### config.mk
export PLATFORM = sky130hd
export DESIGN_NAME = score_sequencer_flat
export DESIGN_NICKNAME = d
export VERILOG_FILES = /design/src/rtl/score_sequencer_if.sv /design/src/rtl/score_sequencer.sv /design/src/flat_wrapper.sv
export SDC_FILE = /design/constraint.sdc
export NUM_CORES = 1
export LEC_CHECK = 0
export CORE_MARGIN = 4
export CORE_UTILIZATION = 40
export DETAILED_ROUTE_END_ITERATION = 12
export GPL_ROUTABILITY_DRIVEN = 0
export PLACE_DENSITY = 0.64
export SLEW_MARGIN = 40
export SYNTH_ARGS = -nofsm -noshare
export SYNTH_HDL_FRONTEND = slang
export SYNTH_SLANG_ARGS = --single-unit
export TNS_END_PERCENT = 1
### constraint.sdc
create_clock -name clk -period 3.1 [get_ports clk]
set_clock_uncertainty 0.2 [all_clocks]
set_input_delay 0.31 -clock clk [delete_from_list [all_inputs] [get_ports clk]]
set_output_delay 0.31 -clock clk [all_outputs]
set_load 0.1 [all_outputs]
### src/rtl/score_sequencer_if.sv
// Score ROM bus between the sequencer (master) and a synchronous-read ROM (slave).
// Read data is valid the cycle after rom_en is asserted.
interface score_sequencer_if #(
    parameter int ADDR_W = 8
) ();
    logic              rom_en;
    logic [ADDR_W-1:0] rom_addr;
    logic [31:0]       rom_data;

    modport master (output rom_en, output rom_addr, input rom_data);
    modport slave  (input rom_en, input rom_addr, output rom_data);
endinterface

### src/rtl/score_sequencer.sv
// Score sequencer: walks a score ROM one 32-bit step at a time and presents four
// note tracks, holding each step for its duration in tempo beats.
module score_sequencer #(
    parameter int ADDR_W   = 8,
    parameter int TICK_DIV = 375000,
    parameter int DIV_W    = 19
) (
    input  logic              clk,
    input  logic              rst_n,
    input  logic              i_start,
    input  logic              i_stop,
    input  logic              i_pause,
    input  logic              i_loop_en,
    score_sequencer_if.master rom,
    output logic [5:0]        o_track0,
    output logic [5:0]        o_track1,
    output logic [5:0]        o_track2,
    output logic [5:0]        o_track3,
    output logic              o_playing,
    output logic              o_done
);
    typedef enum logic [2:0] {
        S_IDLE, S_FETCH, S_WAIT, S_LOAD, S_PLAY, S_DONE
    } state_t;

    localparam logic [DIV_W-1:0] DIV_LAST = DIV_W'(TICK_DIV - 1);

    state_t            r_state, w_state_next;
    logic [ADDR_W-1:0] r_ptr, w_ptr_next;
    logic [DIV_W-1:0]  r_div, w_div_next;
    logic [7:0]        r_beat, w_beat_next;
    logic [31:0]       r_step, w_step_next;
    logic [3:0][5:0]   r_track, w_track_next;
    logic [3:0][5:0]   w_step_tracks;
    logic              r_rom_en, w_rom_en_next;
    logic [ADDR_W-1:0] r_rom_addr, w_rom_addr_next;
    logic              r_playing, w_playing_next;
    logic              r_done, w_done_next;
    logic              w_beat;
    logic              w_end_marker;

    assign w_step_tracks = r_step[31:8];
    assign w_end_marker  = (r_step[7:0] == 8'd0);
    assign w_beat        = (r_state == S_PLAY) && !i_pause && (r_div == DIV_LAST);

    always_ff @(posedge clk or negedge rst_n) begin
        if (!rst_n) r_state <= S_IDLE;
        else        r_state <= w_state_next;
    end

    always_comb begin
        w_state_next = r_state;
        if (i_stop) begin
            w_state_next = S_IDLE;
        end else begin
            case (r_state)
                S_IDLE:  if (i_start) w_state_next = S_FETCH;
                S_FETCH: w_state_next = S_WAIT;
                S_WAIT:  w_state_next = S_LOAD;
                // An end marker at address 0 must not loop, or an empty score spins forever
                S_LOAD: begin
                    if (!w_end_marker)                         w_state_next = S_PLAY;
                    else if (i_loop_en && r_ptr != '0)         w_state_next = S_FETCH;
                    else                                       w_state_next = S_DONE;
                end
                S_PLAY:  if (w_beat && r_beat == 8'd1) w_state_next = S_FETCH;
                S_DONE:  if (i_start) w_state_next = S_FETCH;
                default: w_state_next = S_IDLE;
            endcase
        end
    end

    always_comb begin
        w_ptr_next      = r_ptr;
        w_div_next      = r_div;
        w_beat_next     = r_beat;
        w_step_next     = r_step;
        w_track_next    = r_track;
        w_rom_addr_next = r_rom_addr;
        if (i_stop) begin
            w_ptr_next   = '0;
            w_track_next = '0;
        end else begin
            case (r_state)
                S_IDLE, S_DONE: begin
                    if (i_start) begin
                        w_ptr_next = '0;
                        w_div_next = '0;
                    end
                end
                S_WAIT: w_step_next = rom.rom_data;
                S_LOAD: begin
                    if (!w_end_marker) begin
                        w_track_next = w_step_tracks;
                        w_beat_next  = r_step[7:0];
                        w_ptr_next   = r_ptr + ADDR_W'(1);
                        w_div_next   = '0;
                    end else if (i_loop_en && r_ptr != '0) begin
                        w_ptr_next = '0;
                    end else begin
                        w_track_next = '0;
                    end
                end
                S_PLAY: begin
                    if (w_beat) begin
                        w_div_next  = '0;
                        w_beat_next = r_beat - 8'd1;
                    end else if (!i_pause) begin
                        w_div_next = r_div + DIV_W'(1);
                    end
                end
                default: ;
            endcase
        end
        // Outputs are registered from the next state so they line up with it
        w_rom_en_next = (w_state_next == S_FETCH);
        if (w_rom_en_next) w_rom_addr_next = w_ptr_next;
        w_playing_next = (w_state_next == S_FETCH) || (w_state_next == S_WAIT) ||
                         (w_state_next == S_LOAD)  || (w_state_next == S_PLAY);
        w_done_next    = (w_state_next == S_DONE);
    end

    always_ff @(posedge clk or negedge rst_n) begin
        if (!rst_n) begin
            r_ptr      <= '0;
            r_div      <= '0;
            r_beat     <= '0;
            r_step     <= '0;
            r_track    <= '0;
            r_rom_en   <= 1'b0;
            r_rom_addr <= '0;
            r_playing  <= 1'b0;
            r_done     <= 1'b0;
        end else begin
            r_ptr      <= w_ptr_next;
            r_div      <= w_div_next;
            r_beat     <= w_beat_next;
            r_step     <= w_step_next;
            r_track    <= w_track_next;
            r_rom_en   <= w_rom_en_next;
            r_rom_addr <= w_rom_addr_next;
            r_playing  <= w_playing_next;
            r_done     <= w_done_next;
        end
    end

    assign rom.rom_en   = r_rom_en;
    assign rom.rom_addr = r_rom_addr;
    assign o_track0     = r_track[0];
    assign o_track1     = r_track[1];
    assign o_track2     = r_track[2];
    assign o_track3     = r_track[3];
    assign o_playing    = r_playing;
    assign o_done       = r_done;
endmodule

### src/flat_wrapper.sv
// flat-port wrapper written by rule: the top's interface ports become plain ports
module score_sequencer_flat 
#(
    parameter int ADDR_W   = 8,
    parameter int TICK_DIV = 375000,
    parameter int DIV_W    = 19
)
  (clk, rst_n, i_start, i_stop, i_pause, i_loop_en, o_track0, o_track1, o_track2, o_track3, o_playing, o_done, rom_rom_en, rom_rom_addr, rom_rom_data);
  score_sequencer_if #(.ADDR_W(ADDR_W)) rom_i ();
  input  logic clk;
  input  logic rst_n;
  input  logic i_start;
  input  logic i_stop;
  input  logic i_pause;
  input  logic i_loop_en;
  output logic [5:0] o_track0;
  output logic [5:0] o_track1;
  output logic [5:0] o_track2;
  output logic [5:0] o_track3;
  output logic o_playing;
  output logic o_done;
  output wire logic [$bits(rom_i.rom_en)-1:0] rom_rom_en;
  output wire logic [$bits(rom_i.rom_addr)-1:0] rom_rom_addr;
  input wire logic [$bits(rom_i.rom_data)-1:0] rom_rom_data;
  assign rom_rom_en = rom_i.rom_en;
  assign rom_rom_addr = rom_i.rom_addr;
  assign rom_i.rom_data = rom_rom_data;
  score_sequencer #(.ADDR_W(ADDR_W), .TICK_DIV(TICK_DIV), .DIV_W(DIV_W)) u_core (.clk(clk), .rst_n(rst_n), .i_start(i_start), .i_stop(i_stop), .i_pause(i_pause), .i_loop_en(i_loop_en), .rom(rom_i), .o_track0(o_track0), .o_track1(o_track1), .o_track2(o_track2), .o_track3(o_track3), .o_playing(o_playing), .o_done(o_done));
endmodule
# [Word level (Yosys, flattened, before mapping)]
# Index checks and enable logic that the tools add are counted.
[classes] add_sub_neg=3 n_eq_ne=17 n_mux=23 bitwise_logic=1 n_reduce_logical=19
[ops] cell="two-way mux 24 bit" n=4
[ops] cell="two-way mux 19 bit" n=4
[ops] cell="case mux 19 bit (3 select lines)" n=1
[ops] cell="two-way mux 8 bit" n=6
[ops] cell="case mux 8 bit (2 select lines)" n=2
[ops] cell="adder 19 x 1 -> 19 bit (second input constant)" n=1
[ops] cell="equality test 19 bit (second input constant)" n=1
[ops] cell="two-way mux 3 bit" n=5
[ops] cell="case mux 3 bit (5 select lines)" n=1
[ops] cell="equality test 3 x 2 -> 1 bit (second input constant)" n=4
[ops] cell="equality test 3 bit (second input constant)" n=4
[ops] cell="adder 8 x 1 -> 8 bit (second input constant)" n=1
[ops] cell="equality test 8 x 1 -> 1 bit (second input constant)" n=1
[ops] cell="zero test 8 bit" n=1
[ops] cell="nonzero test 8 bit" n=1
[ops] cell="subtractor 8 x 1 -> 8 bit (second input constant)" n=1
[ops] cell="equality test 3 x 1 -> 1 bit (second input constant)" n=2
[ops] cell="AND reduction 5 bit" n=1
[ops] cell="logical AND 1 bit" n=4
[ops] cell="inequality test 2 x 1 -> 1 bit (second input constant)" n=2
[ops] cell="AND reduction 2 bit" n=2
[ops] cell="AND reduction 4 bit" n=1
[ops] cell="nonzero test 2 bit" n=2
[ops] cell="zero test 3 bit" n=1
[ops] cell="other kinds (8)" n=10
[word_totals] ff_bits=105 in_bits=38 output_inout_bits=35 elab_cells=76

# [Logic depth before layout (Yosys ltp)]
# Gate-level depths: netlist (run 1).
[depth] depth_word=11 depth_mapped=9 mapped_depth_nobuf=7

# [Worst setup path before layout (run 1)]
# Ideal clock, no wire load.
[synth_path] path_kind="register to register" startpoint="reg, netlist name u_core.r_div[8]" endpoint="reg u_core.r_step[0]" setup_ns=0.125 t_arrival_ns=2.144 required_ns=2.775 path_slack_ns=0.631 stages_incl_launch_ff=7 n_path_buf=1 period_less_slack_ns=2.469 cell_sequence="dfrtp_1 or4_4 nor4_4 and3_4 o21a_4 buf_12 mux2_4"
[synth_lines] element="end signal: assignment" line_no="score_sequencer.sv:138" rtl="r_step <= w_step_next;"
[synth_lines] element="end: declaration" line_no="score_sequencer.sv:32" rtl="logic [31:0] r_step, w_step_next;"

==> results of run 1 <==
[sequential cells by signal, indices dropped and copies added, names as in the netlist]
name and count:
u_core.o_done 1, u_core.o_playing 1, u_core.o_track0 6, u_core.o_track1 6, u_core.o_track2 6, u_core.o_track3 6, u_core.r_beat 8, u_core.r_div 19
u_core.r_ptr 8, u_core.r_state 3, u_core.r_step 32, u_core.rom.rom_addr 8, u_core.rom.rom_en 1
[cell type report]
type | instances | area [um2] | share of cell area
flip-flops and latches | 105 | 2630 | 0.414
clock inverters | 5 | 45.0 | 0.00709
inverters | 9 | 33.8 | 0.00532
repair buffers | 91 | 813 | 0.128
clock buffers | 11 | 243 | 0.0382
multi-input cells | 304 | 2370 | 0.374
well taps | 172 | 215 | 0.0339
[logic make-up after synthesis]
| group | synth area share |
|---|---|
| adder cells (fa/ha/maj) | 0.0120 |
| multiplexers | 0.112 |
| AO/OA/AOI/OAI | 0.183 |
| XOR/XNOR | 0.00168 |
| flip-flops | 0.504 |
| AND/OR/NAND/NOR | 0.146 |
| buffers and inverters | 0.0411 |
[path summary, 6_finish.rpt]
| kind | startpoint | to | slack, ps |
|---|---|---|---|
| min in group asynchronous | rst_n | u_core.r_ptr[6] | 370 |
| worst min register to register | u_core.r_step[26] | u_core.o_track3[0] | 290 |
| worst max register to register | u_core.r_step[5] | u_core.r_step[28] | 270 |
| worst max-delay path | u_core.r_step[5] | u_core.r_step[28] | 270 |
| max in group asynchronous | rst_n | u_core.r_beat[6] | 1930 |
| worst min-delay path | u_core.r_step[26] | u_core.o_track3[0] | 290 |
[worst max-delay path, stage by stage, from the launching register on]
cell,delay (ps)
dfrtp_1,410
or4_1,680
nor2_1,270
a221o_1,310
o21a_4,330
buf_4,210
mux2_4,300
[power breakdown]
group          switching [mW]  internal, mW  total (mW)  leakage, nW
Combinational           0.654         0.615        1.27         1.26
Sequential              0.227          1.67        1.90         1.38
Clock                   0.519         0.581        1.10        0.139
[timing repair]
action                                  in CTS  in global routing
hold buffers                                 1                  0
endpoints found under the setup margin       0                  0
hold endpoints to repair                   105                  0
[metal layers]
layer,wire length [um],global-route usage
met1,5270,0.219
met2,5380,0.257
met3,1010,0.0724
met4,99,0.0399
met5,0,0
[stage by stage]
| step | util | hold WS, ps | total power, mW |
|---|---|---|---|
| after CTS | 0.501 | 302 | 4.32 |
| after detailed placement | 0.478 | 226 | 3.19 |
| after global placement | 0.477 | 224 | 3.15 |
| final | 0.501 | 294 | 4.26 |
| after global routing | 0.501 | 314 | 4.50 |
| after floorplan | - | -186 | 2.85 |
[cell usage in the layout, fill, tap and decap left out, types with 4 or more instances in the layout]
| cell | netlist | routed |
|---|---|---|
| buf_4 | 1 | 51 |
| nor4_1 | 5 | 5 |
| o31ai_1 | 13 | 13 |
| nor3_1 | 9 | 8 |
| nand3_1 | 19 | 19 |
| a21oi_1 | 23 | 23 |
| o21ai_0 | 10 | 10 |
| nand2b_1 | 6 | 6 |
| mux2_4 | 30 | 30 |
| inv_1 | 9 | 9 |
| nor2b_1 | 6 | 6 |
| dfrtp_1 | 105 | 105 |
| ha_1 | 5 | 5 |
| or4_1 | 16 | 16 |
| and3_1 | 4 | 4 |
| a22o_1 | 31 | 31 |
| a31oi_1 | 4 | 4 |
| nor2_1 | 20 | 20 |
| nand4_1 | 6 | 6 |
| mux2_2 | 7 | 7 |
| clkbuf_16 | 0 | 9 |
| a211o_1 | 6 | 6 |
| nand2_1 | 19 | 19 |
| clkdlybuf4s50_1 | 0 | 36 |
==> results_tabular.tex, run 1 <==
\begin{tabular}{lr}
\hline
Metric & Value \\
\hline
\multicolumn{2}{l}{\textbf{Clocking}} \\
\quad Clock transition at path regs & 70 ps \\
\quad Number of levels in the clock H-tree & 3 \\
\quad Max Buffers Root-to-Sink & 2 \\
\quad Clock network latency to the later pin of the worst-skew pair & 350 ps \\
\quad Cells resized by post-CTS repair & 0 \\
\quad CTS Buf Count & 9 \\
\quad Post-CTS setup-driven buffer insertion count & 0 \\
\quad CTS tree & yes \\
\quad Sinks on the clock net & 105 \\
\quad Clock tree root buffer cell & clkbuf\_16 \\
\multicolumn{2}{l}{\textbf{Yosys}} \\
\quad Synthesized cell area & $\sim$5200 um2 \\
\quad Sequential cell area fraction in the yosys report & 0.504 \\
\quad Fraction of registers with async set or reset after synthesis & 1.00 \\
\quad Average cell area after synthesis & 11.7 um2 \\
\quad Leading post-synthesis cells by instance count & dfrtp\_1 (105), a22o\_1 (31), mux2\_4 (30), a21oi\_1 (23), nor2\_1 (20) \\
\quad Number of enable-type register cells in the synthesized netlist & 0 \\
\quad Distinct cell type count of the synthesized netlist & 68 \\
\quad Number of storage elements in the synthesis netlist & 105 \\
\quad Primary flip-flop cell chosen by synthesis mapping & dfrtp\_1 \\
\quad Number of warnings printed during yosys synthesis & 0 \\
\quad Share of the synthesized area in the top cell type & 0.504 \\
\quad Synthesized instance count & 447 \\
\quad Most used standard cell by instance count after synthesis & dfrtp\_1 \\
\quad Post-synth net total & about 500 \\
\quad Leading post-synthesis cells by cell area & dfrtp\_1 (50\%), mux2\_4 (8.6\%), a22o\_1 (5.2\%) \\
\quad Cell accounting for the most synthesized area & dfrtp\_1 \\
\multicolumn{2}{l}{\textbf{Detailed routing}} \\
\quad Count of nets left with antenna violations after detail routing & 0 \\
\quad Avg WL per Cell & between 15 and 20 um \\
\quad Drc violations & 0 \\
\quad Total number of vias & between 3000 and 4000 \\
\quad Number of DRC markers after the initial detailed-route iteration & 309 \\
\quad Overall routed net length & 11800 um \\
\quad Post-detailed-route via-to-cell ratio & 5.68 \\
\quad Pre-antenna DRT Iters & 5 \\
\multicolumn{2}{l}{\textbf{Die}} \\
\quad Die Span X & approximately 120 um \\
\quad Number of top-level pins & between 70 and 80 \\
\quad Die Ht & $\sim$120 um \\
\quad Initial standard-cell utilization of the core & 0.411 \\
\quad Die outline area & about 15000 um2 \\
\quad Cell row count & between 40 and 50 \\
\quad Area of the core region & 12700 um2 \\
\multicolumn{2}{l}{\textbf{Layout}} \\
\quad Final Net Count & about 560 \\
\quad Number of inserted filler cells in the final layout & between 1000 and 1500 \\
\quad Final instance area & roughly 6300 um2 \\
\quad Ant diodes & 0 \\
\quad Count of non-filler cells in the finished layout & 697 \\
\quad Area delta synth->final & 21.9\% \\
\quad Fraction of final layout cells sized beyond drive strength 1 & 0.232 \\
\multicolumn{2}{l}{\textbf{Critical path}} \\
\quad Crit path capture type & register \\
\quad Category of the critical setup timing path & register to register \\
\quad Number of cells on the worst reg-to-reg path & 6 \\
\quad Largest fanout of any net on the critical path & 13 \\
\quad Data arrival time of the critical path & 2870 ps \\
\quad Startpoint type of the worst setup path & register \\
\quad Critical path required time & 3140 ps \\
\multicolumn{2}{l}{\textbf{Pwr}} \\
\quad Maximum ir drop on the vdd rail & 0.335 mV \\
\quad Pleak & 2.78 nW \\
\quad Power density of the placed cells & 672 nW/um2 \\
\multicolumn{2}{l}{\textbf{Timing}} \\
\quad Max frequency & 0.354 GHz \\
\quad Number of hold violations in the final report & 0 \\
\quad Setup repair after global routing missed its margin & no \\
\quad Final setup TNS & 0 ps \\
\quad Transition time at the pin with the least slew margin & roughly 770 ps \\
\quad Final critical path time including I/O delays and setup & 2830 ps \\
\quad Worst rel slew slack & 0.485 \\
\quad Post-route clock period utilization & 0.912 \\
\quad Worst setup slack after layout & 273 ps \\
\quad Pins Over Slew Limit & 0 \\
\quad Final setup violation count & 0 \\
\multicolumn{2}{l}{\textbf{Place}} \\
\quad Placed cell areas & 6050 um2 \\
\quad Number of cells in the design after placement & 680 \\
\quad DPL Wire Length & 8110 um \\
\quad Buffers on Ports & 72 \\
\quad DP Worst Slack & 289 ps \\
\multicolumn{2}{l}{\textbf{Global routing}} \\
\quad Overall Global Routing Usage & 0.167 \\
\quad Global-route wire length before repair & 19900 um \\
\quad Via count of the first global-routing pass & around 4000 \\
\quad Number of antenna violations at the first check in global routing & 0 \\
\quad Remaining global-route overflow & 0 \\
\quad Largest net degree at the start of global routing & 106 \\
\multicolumn{2}{l}{\textbf{Status}} \\
\quad Outcome & complete, no violations \\
\multicolumn{2}{l}{\textbf{Hold path}} \\
\quad Hold Path Depth & 1 \\
\quad Type of the worst min-delay path & register to register \\
\multicolumn{2}{l}{\textbf{Run}} \\
\quad Max-capacitance violation count & 0 \\
\hline
\end{tabular}
Power figures use the tool's default switching activity.
==> run 2, diff against run 1 <==
--- a/config.mk
+++ b/config.mk
@@ -5,7 +5,6 @@
 export SDC_FILE = /design/constraint.sdc
 export NUM_CORES = 1
 export LEC_CHECK = 0
-export CORE_MARGIN = 4
 export CORE_UTILIZATION = 40
 export DETAILED_ROUTE_END_ITERATION = 12
 export GPL_ROUTABILITY_DRIVEN = 0
==> results_tabular.tex, run 2 (synthesis results as in run 1) <==
\begin{tabular}{lr}
\hline
Metric & Value \\
\hline
\multicolumn{2}{l}{\textbf{Status}} \\
\quad Outcome & complete, no violations \\
\multicolumn{2}{l}{\textbf{Critical path}} \\
\quad Largest fanout of any net on the critical path & 13 (unchanged) \\
\quad Number of cells on the worst reg-to-reg path & 6 (unchanged) \\
\quad Data arrival time of the critical path & 2860 ps (about the same) \\
\quad Worst path depth & 6 (unchanged) \\
\quad Last element of the critical path & u\_core.r\_step[15] \\
\quad Cell with the largest stage delay on the worst path & or4\_1 \\
\quad Worst flop-to-flop path endpoint & u\_core.r\_step[15] \\
\quad Start point of the critical path & u\_core.r\_step[5] \\
\quad Maximum cell stage delay along the critical path & 680 ps (about the same) \\
\quad Buffering stage count on the worst path with inverters included & 1 (unchanged) \\
\quad Kind of cell adding the most delay to the critical path & simple AND/OR/NAND/NOR gates \\
\quad Worst R2R Setup Slack & 280 ps (about the same) \\
\quad Critical register-to-register path startpoint & u\_core.r\_step[5] \\
\quad Critical path required time & 3140 ps (about the same) \\
\quad Crit path capture type & register \\
\quad Startpoint type of the worst setup path & register \\
\quad Category of the critical setup timing path & register to register \\
\quad List of cells traversed by the critical path & or4\_1, nor2\_1, a221o\_1, o21a\_4, buf\_12, mux2\_4 \\
\multicolumn{2}{l}{\textbf{Timing}} \\
\quad Setup repair after global routing missed its margin & no \\
\quad Number of hold violations in the final report & 0 (unchanged) \\
\quad Final critical path time including I/O delays and setup & 2820 ps (-10.1 ps) \\
\quad Transition time at the pin with the least slew margin & 746 ps (-22.8 ps) \\
\quad Max frequency & 0.355 GHz (+0.36\%) \\
\quad Post-route clock period utilization & 0.909 (-0.00327) \\
\quad Pins Over Slew Limit & 0 (unchanged) \\
\quad Worst rel slew slack & 0.501 (+0.0162) \\
\quad Final setup violation count & 0 (unchanged) \\
\quad Final setup TNS & 0 ps (unchanged) \\
\multicolumn{2}{l}{\textbf{Clocking}} \\
\quad CTS tree & yes \\
\quad CTS Buf Count & 9 (unchanged) \\
\quad Number of levels in the clock H-tree & 3 (unchanged) \\
\quad Max Buffers Root-to-Sink & 2 (unchanged) \\
\quad Clock tree root buffer cell & clkbuf\_16 \\
\quad Clock network latency to the later pin of the worst-skew pair & 350 ps (about the same) \\
\quad Cells resized by post-CTS repair & 0 (unchanged) \\
\quad Sinks on the clock net & 105 (unchanged) \\
\quad Clock transition at path regs & 80 ps (about the same) \\
\multicolumn{2}{l}{\textbf{Run}} \\
\quad Max-capacitance violation count & 0 (unchanged) \\
\multicolumn{2}{l}{\textbf{Global routing}} \\
\quad Largest net degree at the start of global routing & 61 (-42\%) \\
\quad Number of antenna violations at the first check in global routing & 0 (unchanged) \\
\quad Overall Global Routing Usage & 0.189 (+0.0222) \\
\quad Global-route wire length before repair & 19900 um (-0.18\%) \\
\quad Via count of the first global-routing pass & 3928 (-2.0\%) \\
\quad Remaining global-route overflow & 0 (unchanged) \\
\multicolumn{2}{l}{\textbf{Die}} \\
\quad Die outline area & 13500 um2 (-9.6\%) \\
\quad Die Span X & 116 um (-4.9\%) \\
\quad Number of top-level pins & 73 (unchanged) \\
\quad Initial standard-cell utilization of the core & 0.411 (unchanged) \\
\quad Cell row count & 41 (unchanged) \\
\quad Die Ht & 116 um (-4.9\%) \\
\quad Area of the core region & 12700 um2 (unchanged) \\
\multicolumn{2}{l}{\textbf{Layout}} \\
\quad Fraction of final layout cells sized beyond drive strength 1 & 0.235 (+0.00235) \\
\quad Final Net Count & 562 (-0.18\%) \\
\quad Largest registers in the final layout & u\_core.r\_step: 32 flops, u\_core.r\_div: 19 flops \\
\quad Number of flip-flops under the largest register name & 32 (unchanged) \\
\quad Most used cells in the layout excluding fill and tap cells & dfrtp\_1 (105), buf\_4 (48), clkdlybuf4s50\_1 (36), a22o\_1 (31), mux2\_4 (30) \\
\quad Area delta synth->final & 22.4\% \\
\quad Number of inserted filler cells in the final layout & 1157 (+0.78\%) \\
\quad Ant diodes & 0 (unchanged) \\
\quad Most common cell after layout, fill and taps aside & dfrtp\_1 \\
\quad Count of non-filler cells in the finished layout & 696 (-0.14\%) \\
\quad Top register by number of flip-flops & u\_core.r\_step \\
\multicolumn{2}{l}{\textbf{Hold path}} \\
\quad Type of the worst min-delay path & register to register \\
\multicolumn{2}{l}{\textbf{Detailed routing}} \\
\quad Avg WL per Cell & 16.8 um (-0.31\%) \\
\quad Total number of vias & 3898 (-1.6\%) \\
\quad Count of nets left with antenna violations after detail routing & 0 (unchanged) \\
\quad Pre-antenna DRT Iters & 4 (-1) \\
\quad Drc violations & 0 (unchanged) \\
\quad Post-detailed-route via-to-cell ratio & 5.60 (-1.4\%) \\
\quad Number of DRC markers after the initial detailed-route iteration & 344 (+11\%) \\
\quad Overall routed net length & 11700 um (-0.45\%) \\
\multicolumn{2}{l}{\textbf{Pwr}} \\
\quad Tot Pwr & 4.30 mW (+0.89\%) \\
\quad Maximum ir drop on the vdd rail & 0.381 mV (+14\%) \\
\quad Power density of the placed cells & 675 nW/um2 (+0.50\%) \\
\quad Pleak & 2.78 nW (+0.21\%) \\
\multicolumn{2}{l}{\textbf{Place}} \\
\quad Number of cells in the design after placement & 679 (-0.15\%) \\
\quad Buffers on Ports & 72 (unchanged) \\
\quad DPL Wire Length & 8060 um (-0.66\%) \\
\hline
\end{tabular}
[run 2: cell types whose count changed in the layout (fill, tap and decap cells not counted), sizes merged]
cell and change:
buf -1, inv +1, clkinvlp -1, clkinv +1, clkbuf -1
[run 2: area by class of cell]
class	count	area (um2)	area share
Clock buffer	10	229	0.0359
Clock inverter	6	67.6	0.0106
Inverter	9	33.8	0.00530
Multi-Input combinational cell	304	2380	0.373
Sequential cell	105	2630	0.412
Tap cell	172	215	0.0338
Timing Repair Buffer	90	822	0.129
[run 2: power by group]
part | leakage [nW] | total, mW | internal (mW) | switching [mW]
Combinational | 1.25 | 1.27 | 0.616 | 0.656
Sequential | 1.38 | 1.90 | 1.67 | 0.232
Clock | 0.146 | 1.13 | 0.576 | 0.555
[run 2: worst reg2reg max path, stage by stage, from the launching register on]
cell and delay (ps):
dfrtp_1 410, or4_1 680, nor2_1 260, a221o_1 310, o21a_4 340, buf_12 210
mux2_4 310
[run 2: worst min path at each step]
stage               slack [ps]                      to  depth (start not counted)                   start
CTS                        300  u_core.rom.rom_addr[4]                          1  u_core.rom.rom_addr[4]
floorplan                 -190           u_core.o_done                          0                   rst_n
global placement           230       u_core.rom.rom_en                          1                   rst_n
detailed placement         240  u_core.rom.rom_addr[3]                          1                   rst_n
global route               330  u_core.rom.rom_addr[4]                          1  u_core.rom.rom_addr[4]
finish                     300  u_core.rom.rom_addr[4]                          1  u_core.rom.rom_addr[4]
[run 2: per-layer routing]
metal | global-route usage | vias to the layer above | part of all wire
met4 | 0.0564 | 0 | 0.011
met3 | 0.0462 | 11 | 0.049
met5 | 0 | - | 0
met1 | 0.254 | 1945 | 0.47
met2 | 0.304 | 95 | 0.47
li1 | - | 1847 | -
[run 2: through the flow]
step | area, um2 | setup slack (ps) | util | hold slack (ps)
floorplan | 5210 | 631 | - | -186
global placement | 6050 | 218 | 0.478 | 231
detailed placement | 6060 | 199 | 0.478 | 244
CTS | 6370 | 294 | 0.502 | 303
global route | 6370 | 176 | 0.503 | 325
finish | 6370 | 283 | 0.503 | 298
[run 2: what timing repair did]
action | CTS | global route
setup buffers | 0 | 0
hold buffers | 1 | 0
hold endpoints to repair | 59 | 0
